==> config.mk <==
export PLATFORM = sky130hd
export DESIGN_NAME = div_unit
export DESIGN_NICKNAME = d
export VERILOG_FILES = /design/src/rtl/div_unit.sv
export SDC_FILE = /design/constraint.sdc
export NUM_CORES = 1
export LEC_CHECK = 0
export CORE_UTILIZATION = 57
export CTS_CLUSTER_DIAMETER = 80
export DETAILED_ROUTE_END_ITERATION = 12
export GPL_TIMING_DRIVEN = 0
export PLACE_DENSITY = 0.89
export SLEW_MARGIN = 20
export SYNTH_ARGS = -nofsm -noshare
export SYNTH_HDL_FRONTEND = slang
export SYNTH_SLANG_ARGS = --single-unit
==> constraint.sdc <==
create_clock -name clk -period 3.5 [get_ports clk]
set_clock_uncertainty 0.05 [all_clocks]
set_input_delay 0.35 -clock clk [delete_from_list [all_inputs] [get_ports clk]]
set_output_delay 0.35 -clock clk [all_outputs]
set_load 0.005 [all_outputs]
==> src/rtl/div_unit.sv <==
// Multi-cycle restoring divider: remainder to HI, quotient to LO, one quotient bit per clock.
// Optional build macro DIV_UNSIGNED_EN adds the divUnsigned input for DIVU operation.
module div_unit #(
  parameter int WIDTH = 32
) (
  input  logic             clk,
  input  logic             reset,
  input  logic             divControl,
`ifdef DIV_UNSIGNED_EN
  input  logic             divUnsigned,
`endif
  input  logic [WIDTH-1:0] aInput,
  input  logic [WIDTH-1:0] bInput,
  output logic [WIDTH-1:0] HI,
  output logic [WIDTH-1:0] LO,
  output logic             busy,
  output logic             done,
  output logic             divZero
);

  localparam int CNT_W = $clog2(WIDTH);
  localparam logic [CNT_W-1:0] LAST = CNT_W'(WIDTH - 1);

  typedef enum logic [1:0] {IDLE, RUN, FIX} state_t;

  state_t state, state_nxt;

  logic [WIDTH-1:0] rem, quo, dvs;
  logic [CNT_W-1:0] cnt;
  logic             qneg, rneg;

  logic             is_unsigned;
  logic             a_neg, b_neg;
  logic [WIDTH-1:0] a_mag, b_mag;
  logic [WIDTH:0]   trial, diff;
  logic             ge;
  logic [WIDTH-1:0] rem_nxt, quo_nxt;

  function automatic logic [WIDTH-1:0] cond_neg(input logic [WIDTH-1:0] v, input logic neg);
    return neg ? (~v + 1'b1) : v;
  endfunction

`ifdef DIV_UNSIGNED_EN
  assign is_unsigned = divUnsigned;
`else
  assign is_unsigned = 1'b0;
`endif

  // Magnitudes: negating the most negative value wraps to itself, which is the right unsigned magnitude
  assign a_neg = aInput[WIDTH-1] & ~is_unsigned;
  assign b_neg = bInput[WIDTH-1] & ~is_unsigned;
  assign a_mag = cond_neg(aInput, a_neg);
  assign b_mag = cond_neg(bInput, b_neg);

  // Trial subtraction needs one extra bit: the shifted remainder can reach 2*divisor-1
  assign trial   = {rem, quo[WIDTH-1]};
  assign diff    = trial - {1'b0, dvs};
  assign ge      = ~diff[WIDTH];
  assign rem_nxt = ge ? diff[WIDTH-1:0] : trial[WIDTH-1:0];
  assign quo_nxt = {quo[WIDTH-2:0], ge};

  always_ff @(posedge clk or negedge reset) begin
    if (!reset) state <= IDLE;
    else        state <= state_nxt;
  end

  always_comb begin
    state_nxt = state;
    case (state)
      IDLE:    if (divControl && (bInput != '0)) state_nxt = RUN;
      RUN:     if (cnt == LAST) state_nxt = FIX;
      FIX:     state_nxt = IDLE;
      default: state_nxt = IDLE;
    endcase
  end

  always_comb begin
    busy = (state != IDLE);
  end

  always_ff @(posedge clk or negedge reset) begin
    if (!reset) begin
      rem     <= '0;
      quo     <= '0;
      dvs     <= '0;
      cnt     <= '0;
      qneg    <= 1'b0;
      rneg    <= 1'b0;
      HI      <= '0;
      LO      <= '0;
      done    <= 1'b0;
      divZero <= 1'b0;
    end else begin
      done <= 1'b0;
      case (state)
        IDLE: begin
          if (divControl) begin
            if (bInput == '0) begin
              divZero <= 1'b1;
              done    <= 1'b1;
            end else begin
              quo     <= a_mag;
              dvs     <= b_mag;
              rem     <= '0;
              cnt     <= '0;
              qneg    <= a_neg ^ b_neg;
              rneg    <= a_neg;
              divZero <= 1'b0;
            end
          end
        end
        RUN: begin
          rem <= rem_nxt;
          quo <= quo_nxt;
          cnt <= cnt + 1'b1;
        end
        FIX: begin
          LO   <= cond_neg(quo, qneg);
          HI   <= cond_neg(rem, rneg);
          done <= 1'b1;
        end
        default: ;
      endcase
    end
  end

endmodule

; ---- Word level (Yosys, flattened, before mapping)
; Index checks and enable logic that the tools add are counted.
; Widths: inputs -> output; s select.
[word_totals]
output_inout_bits = 67
memories = 0
input_bits = 67
romBits = 0
elab_cells = 61
ramBits = 0
regBits = 171
latch_bits = 0
[op_classes]
n_mul = 0
n_div = 0
n_bitwise = 7
shift = 0
reduce_logical = 10
eq_ne = 7
n_mux = 20
addsub = 6
n_lt_le_gt_ge = 0
[op_table]
columns = cell, n
row1 = $mux 32, 9
row2 = $add 32x1->32 const B, 4
row3 = $not 32->32, 4
row4 = $pmux 32 s2, 2
row5 = $sub 33x32->33, 1
row6 = $logic_not 32->1, 1
row7 = $reduce_bool 32->1, 1
row8 = $mux 5, 2
row9 = $pmux 5 s2, 1
row10 = $ne 2x2->1 const B, 4
row11 = $reduce_and 3->1, 2
row12 = $add 5x1->5 const B, 1
row13 = $eq 5x5->1 const B, 1
row14 = $mux 2, 2
row15 = $pmux 2 s2, 1
row16 = $reduce_and 2->1, 2
row17 = $reduce_bool 2->1, 2
row18 = $eq 2x1->1 const B, 1
row19 = $eq 2x2->1 const B, 1
row20 = $logic_not 2->1, 1
row21 = $mux 1, 2
row22 = $not 1->1, 2
row23 = $pmux 1 s2, 1
row24 = $logic_and 1x1->1, 1
row25 = $xor 1x1->1, 1

; ---- Logic depth before layout (Yosys ltp)
[logic_depth]
ltp_word = 6
mapped_depth = 13
ltp_nobuf = 12

; ---- Worst setup path before layout
; Ideal clock, no wire load.
[synth_path]
kind = reg-to-reg
start = reg rem[4]
end = reg rem[21]
synth_period_minus_slack_ps = 3195
required_time_ps = 3317
t_arrival_ps = 3011
setup_slack_ps = 305
setup_ps = 133
path_buffers = 1
path_stages_with_launch = 12
cell_sequence = dfrtp_1 -> ha_1 -> a21o_1 -> or3_1 -> o21ai_0 -> a21oi_1 -> or2_2 -> a21oi_1 -> xnor2_1 -> clkbuf_1 -> mux2i_1 -> o22ai_1
[synth_via]
elab_chain_cells = 3
[synth_rtl]
columns = element, line_no
row1 = "start, declared", 28  ; logic [WIDTH-1:0] rem, quo, dvs;
row2 = "start signal, assigned", 113  ; rem <= rem_nxt;
row3 = $sub 33x32->33, 57  ; assign diff = trial - {1'b0, dvs};
row4 = $mux 32, 59  ; assign rem_nxt = ge ? diff[WIDTH-1:0] : trial[WIDTH-1:0];
row5 = $pmux 32 s2, 95  ; case (state)
; No other way between the ends.
; A chain may end at the register's enable or synchronous reset.

; ---- Worst setup path after layout
[layout_path]
start = reg rem[4]
end = reg rem[7]
; Same word-level chain as after synthesis.

==> impl_summary.md <==
Drt
For this block, the initial DRC count from the detailed router was 889. Dividing the detail-routed wire length by the instance count gives 18.5 µm. For this block, the via count after detailed routing is 10.2k.

The mean number of vias per cell is 6.12. The DRC violation count after routing is 0. The routed wire length is 30700 µm. The first TritonRoute pass finished after 6 iterations. The post-detailed-route count of antenna-violating nets is 0.

Timing
The fmax is 294 MHz. The fraction of the cycle the final worst path needs is 97.2%. The worst-case headroom to the max-slew limit is 58.7%. Setup repair after global routing left no endpoint under its margin.

Counting I/O delays and the setup requirement, the final critical path takes 3.40 ns. The setup-violating endpoint count in the final report is 0. The count of final max-slew check failures is 0.

The pin slew with the least headroom to its limit is 0.616 ns. The number of hold violations in the final report is 0. The worst path meets setup with 0.0996 ns of slack.

Logic synthesis
The fraction of the yosys area taken by sequential cells is 39.3%. After synthesis, the largest family of logic cells by area is compound AO/OA/AOI/OAI gates. The multiplexer area fraction after synthesis is 3.04%. The total standard cell area after synthesis is 10900 µm².

Synthesis handed over a netlist of 1257 instances. The number of library cell types mapped by synthesis is 65. The fraction of post-synthesis cell area in the top cell type by area is 39.3%.

Summing the areas of all and, or, nand and nor instances in the mapped netlist gives 16.8% of the synthesized area. The net count after synthesis is 1363. The synthesized netlist devotes 4.55% of its cell area to adder and majority cells. The synthesized netlist devotes 20.3% of its cell area to compound gates. In the post-synthesis netlist, the biggest area contributors are sky130_fd_sc_hd__dfrtp_1, sky130_fd_sc_hd__o21ai_0, sky130_fd_sc_hd__xor2_1. The mean area per synthesized cell is 8.67 µm². The fraction of registers with async set or reset after synthesis is 100%.

The xor/xnor cell area share of the yosys netlist is 12.0%. The Yosys step of the flow raised 0 warnings. The leading area contributor after synthesis is sky130_fd_sc_hd__dfrtp_1. The number of enable-type register cells in the synthesized netlist is 0. The synthesized design contains 171 register bits. The flip-flop cell with the highest count after synthesis is sky130_fd_sc_hd__dfrtp_1.

CTS
The clock net in this run drives a total of 171 sinks. The clock insertion delay at the later pin of the skew report is 0.44 ns. CTS placed an instance of sky130_fd_sc_hd__clkbuf_16 at the clock tree root.

The number of H-tree levels is 4. The clock input transition at the sequential cells of the worst setup and hold paths is 0.07 ns. The clock tree from TritonCTS is yes. The number of buffers on the longest clock path is 2. In this run, CTS created clock tree buffers numbering 17.

Worst setup path
The largest fanout on the critical path is 10. The signal on the critical path passes through ha_1 -> a21o_1 -> or3_1 -> o21ai_1 -> a21oi_1 -> or2_2 -> a21oi_4 -> xnor2_4 -> buf_6 -> mux2i_1 -> o21ai_0. The nature of the critical path startpoint is a register.

The largest single stage delay on the critical path is 0.48 ns. The slowest cell on the critical path is sky130_fd_sc_hd__dfrtp_1. The number of buffer and inverter instances along the worst setup path is 1. For the worst setup path, the data required time is 3.74 ns. Across all register-to-register paths, the minimum setup slack is 0.1 ns.

Among cell families on the critical path, the largest total delay comes from compound AO/OA/AOI/OAI gates. The data arrival time at the worst-slack endpoint is 3.64 ns. The length in cells of the worst reg-to-reg path is 11. STA classifies the critical path endpoint as a register. The start-to-end type of the worst setup path is reg -> reg. In this run the critical register-to-register path is captured at rem[7]$_DFFE_PN0P_. The instance count on the critical path is 11. The reg-to-reg critical path startpoint is rem[4]$_DFFE_PN0P_.

Floorplanning
The die covers 19700 µm². The core outline area is 18700 µm². The initial utilization of the core area, before any placement, comes to 58.3%. The number of primary I/O pins is 134. The vertical die dimension is 140 µm. The floorplan die width is 140 µm. The row count is 50.

Placement
The weighted congestion reported at the end of routability-driven placement is 0.974. Prior to clock tree synthesis, the placed netlist has a worst setup slack of -0.650 ns. The number of placed cells counting well taps is 1625. The count of buffers added on input and output ports is 133. Detailed placement finished with a half-perimeter wire length of 23700 µm.

Global routing
Entering global routing, the biggest net connects 100 pins. The combined global-route utilization of all metal layers is 31.9%. The number of antenna violations at the first check in global routing is 0.

The via count of the first global-routing pass was 9651. The final global-route overflow total is 0. The first global-routing pass estimated 49400 µm of wire.

Power and ir drop
The worst vdd rail ir drop is 0.523 mV. The power per unit of standard cell area is 1040 nW/µm². In this run the static leakage power is 5.59 nW.

Job
The max-capacitance violation count is 0.

Final layout
The repair_antennas step left the layout with diodes totalling 0. Counting the fill cells in the layout gives 1405. Cells with a size suffix above 1 make up 5.53% of the layout. The layout overhead on the synthesized area is 22.3%. The final net count is 1522. The post-route non-filler standard cell count is 1663.

Worst hold path
The path class of the tightest hold or removal check is in -> reg. The cell depth of the worst hold path is 4. The end of the worst hold path is dvs[3]$_DFFE_PN0P_. The worst min-delay path startpoint is bInput[3].

Run status
The run finished with clean final reports.
where the power goes:
part           internal [mW]  total (mW)  switching (mW)
logic                   3.66        8.02            4.36
registers               2.92        4.00            1.08
clock network          0.962        1.88           0.917
layout make-up:
| type | count | area, µm² | share of cell area, % |
|---|---|---|---|
| Clock inverter | 15 | 173 | 1.30 |
| Sequential cell | 171 | 4280 | 32.1 |
| Buffer | 61 | 307 | 2.30 |
| Multi-Input combinational cell | 982 | 6280 | 47.1 |
| Clock buffer | 17 | 425 | 3.19 |
| Inverter | 43 | 161 | 1.21 |
| Tap cell | 234 | 293 | 2.20 |
| Timing Repair Buffer | 140 | 1420 | 10.6 |
layout by cell type, fill, tap and decap left out, types with 5 or more instances in the layout:
| cell type | count |
|---|---|
| sky130_fd_sc_hd__or4_1 | 20 |
| sky130_fd_sc_hd__dfrtp_1 | 171 |
| sky130_fd_sc_hd__nor2_1 | 63 |
| sky130_fd_sc_hd__buf_2 | 5 |
| sky130_fd_sc_hd__nand2b_1 | 16 |
| sky130_fd_sc_hd__o22ai_1 | 19 |
| sky130_fd_sc_hd__clkbuf_1 | 41 |
| sky130_fd_sc_hd__clkdlybuf4s50_1 | 130 |
| sky130_fd_sc_hd__clkbuf_16 | 17 |
| sky130_fd_sc_hd__nor3_1 | 15 |
| sky130_fd_sc_hd__a22o_1 | 5 |
| sky130_fd_sc_hd__buf_6 | 5 |
| sky130_fd_sc_hd__nand3_1 | 12 |
| sky130_fd_sc_hd__or3_1 | 18 |
| sky130_fd_sc_hd__mux2i_1 | 32 |
| sky130_fd_sc_hd__nor2b_1 | 8 |
| sky130_fd_sc_hd__buf_4 | 9 |
| sky130_fd_sc_hd__o21ai_1 | 10 |
| sky130_fd_sc_hd__a21o_1 | 11 |
| sky130_fd_sc_hd__inv_8 | 5 |
| sky130_fd_sc_hd__o41ai_1 | 19 |
| sky130_fd_sc_hd__xor2_1 | 89 |
| sky130_fd_sc_hd__or2_2 | 6 |
| sky130_fd_sc_hd__nand2_1 | 203 |
| sky130_fd_sc_hd__a21oi_1 | 37 |
| sky130_fd_sc_hd__a22oi_1 | 7 |
| sky130_fd_sc_hd__o31ai_1 | 34 |
| sky130_fd_sc_hd__ha_1 | 38 |
| sky130_fd_sc_hd__o21ai_0 | 185 |
| sky130_fd_sc_hd__and3_1 | 7 |
| sky130_fd_sc_hd__xnor2_1 | 59 |
| sky130_fd_sc_hd__o211ai_1 | 8 |
| sky130_fd_sc_hd__inv_1 | 43 |
synth_stat cells (all sizes together) (3+ instances only):
master,number
ha,38
a211oi,3
or2,7
nor2,64
nand2,203
nand3,12
o21a,3
and3,7
inv,43
dfrtp,171
a22o,5
o22ai,19
nand2b,16
nor3,15
xor2,89
nor4,9
xnor2,60
a22oi,7
o211ai,8
or4,22
or3,19
clkbuf,44
a32oi,3
nor2b,8
o31ai,34
mux2i,32
a221oi,3
a31oi,3
a21oi,40
buf,17
o41ai,20
a21o,11
o21ai,195
flip-flops by register name, summed over array words and instances, names as in the netlist:
name and flops:
rneg 1, state 2, LO 32, qneg 1, divZero 1, rem 32, quo 32, cnt 5
HI 32, done 1, dvs 32
worst min-delay path, stage by stage:
cell and delay [ns]:
sky130_fd_sc_hd__dlymetal6s2s_1 0.22, sky130_fd_sc_hd__xnor2_1 0.11, sky130_fd_sc_hd__nand2_1 0.05, sky130_fd_sc_hd__o21ai_0 0.06
per-layer routing:
layer	part of all wire, %	vias to the layer above	GRT usage, %
li1	-	4802	-
met1	45	4885	45.8
met2	46	443	50.5
met3	6.6	49	4.55
met4	1.7	0	8.68
met5	0	-	0
how the worst max path moves through the flow:
| stage | start | end | slack, ns |
|---|---|---|---|
| after CTS | bInput[3] | quo[16]$_DFFE_PN0P_ | 0.06 |
| after floorplan | rem[4]$_DFFE_PN0P_ | rem[21]$_DFFE_PN0P_ | 0.31 |
| after global routing | rem[10]$_DFFE_PN0P_ | HI[30]$_DFFE_PN0P_ | 0.007 |
| after global placement | reset | dvs[13]$_DFFE_PN0P_ | -4.57 |
| final | rem[4]$_DFFE_PN0P_ | rem[7]$_DFFE_PN0P_ | 0.1 |
| after detailed placement | rem[0]$_DFFE_PN0P_ | rem[28]$_DFFE_PN0P_ | -0.65 |
timing repair:
| item | CTS | global route |
|---|---|---|
| hold buffers | 1 | 0 |
| setup endpoints to repair | 33 | 69 |
| gates resized for setup | 16 | 15 |
| pin swaps | 1 | 4 |
| buffers inserted | 2 | 3 |
| hold endpoints to repair | 72 | 0 |
stage by stage:
stage,utilization [%],hold slack (ns),power (mW),TNS [ns],instance area (µm²)
3_5_place_dp,67.1,0.296,11.5,-32.28,12600
4_1_cts,70.8,0.424,13.7,0,13200
5_1_grt,71.3,0.376,14.9,0,13300
3_3_place_gp,66.9,0.412,11.3,-804.75,12500
6_report,71.3,0.365,13.9,0,13300
2_1_floorplan,-,0.00441,9.03,0,10900
cell families after synthesis:
logic type                 Yosys count
xor gates and xnor gates           149
AOI/OAI and AO/OA                  368
muxes                               33
DFF                                171
and+or+nand+nor                    393
buffers and inverters              104
adders and majority gates           39
(Power assumes the default switching activity.)
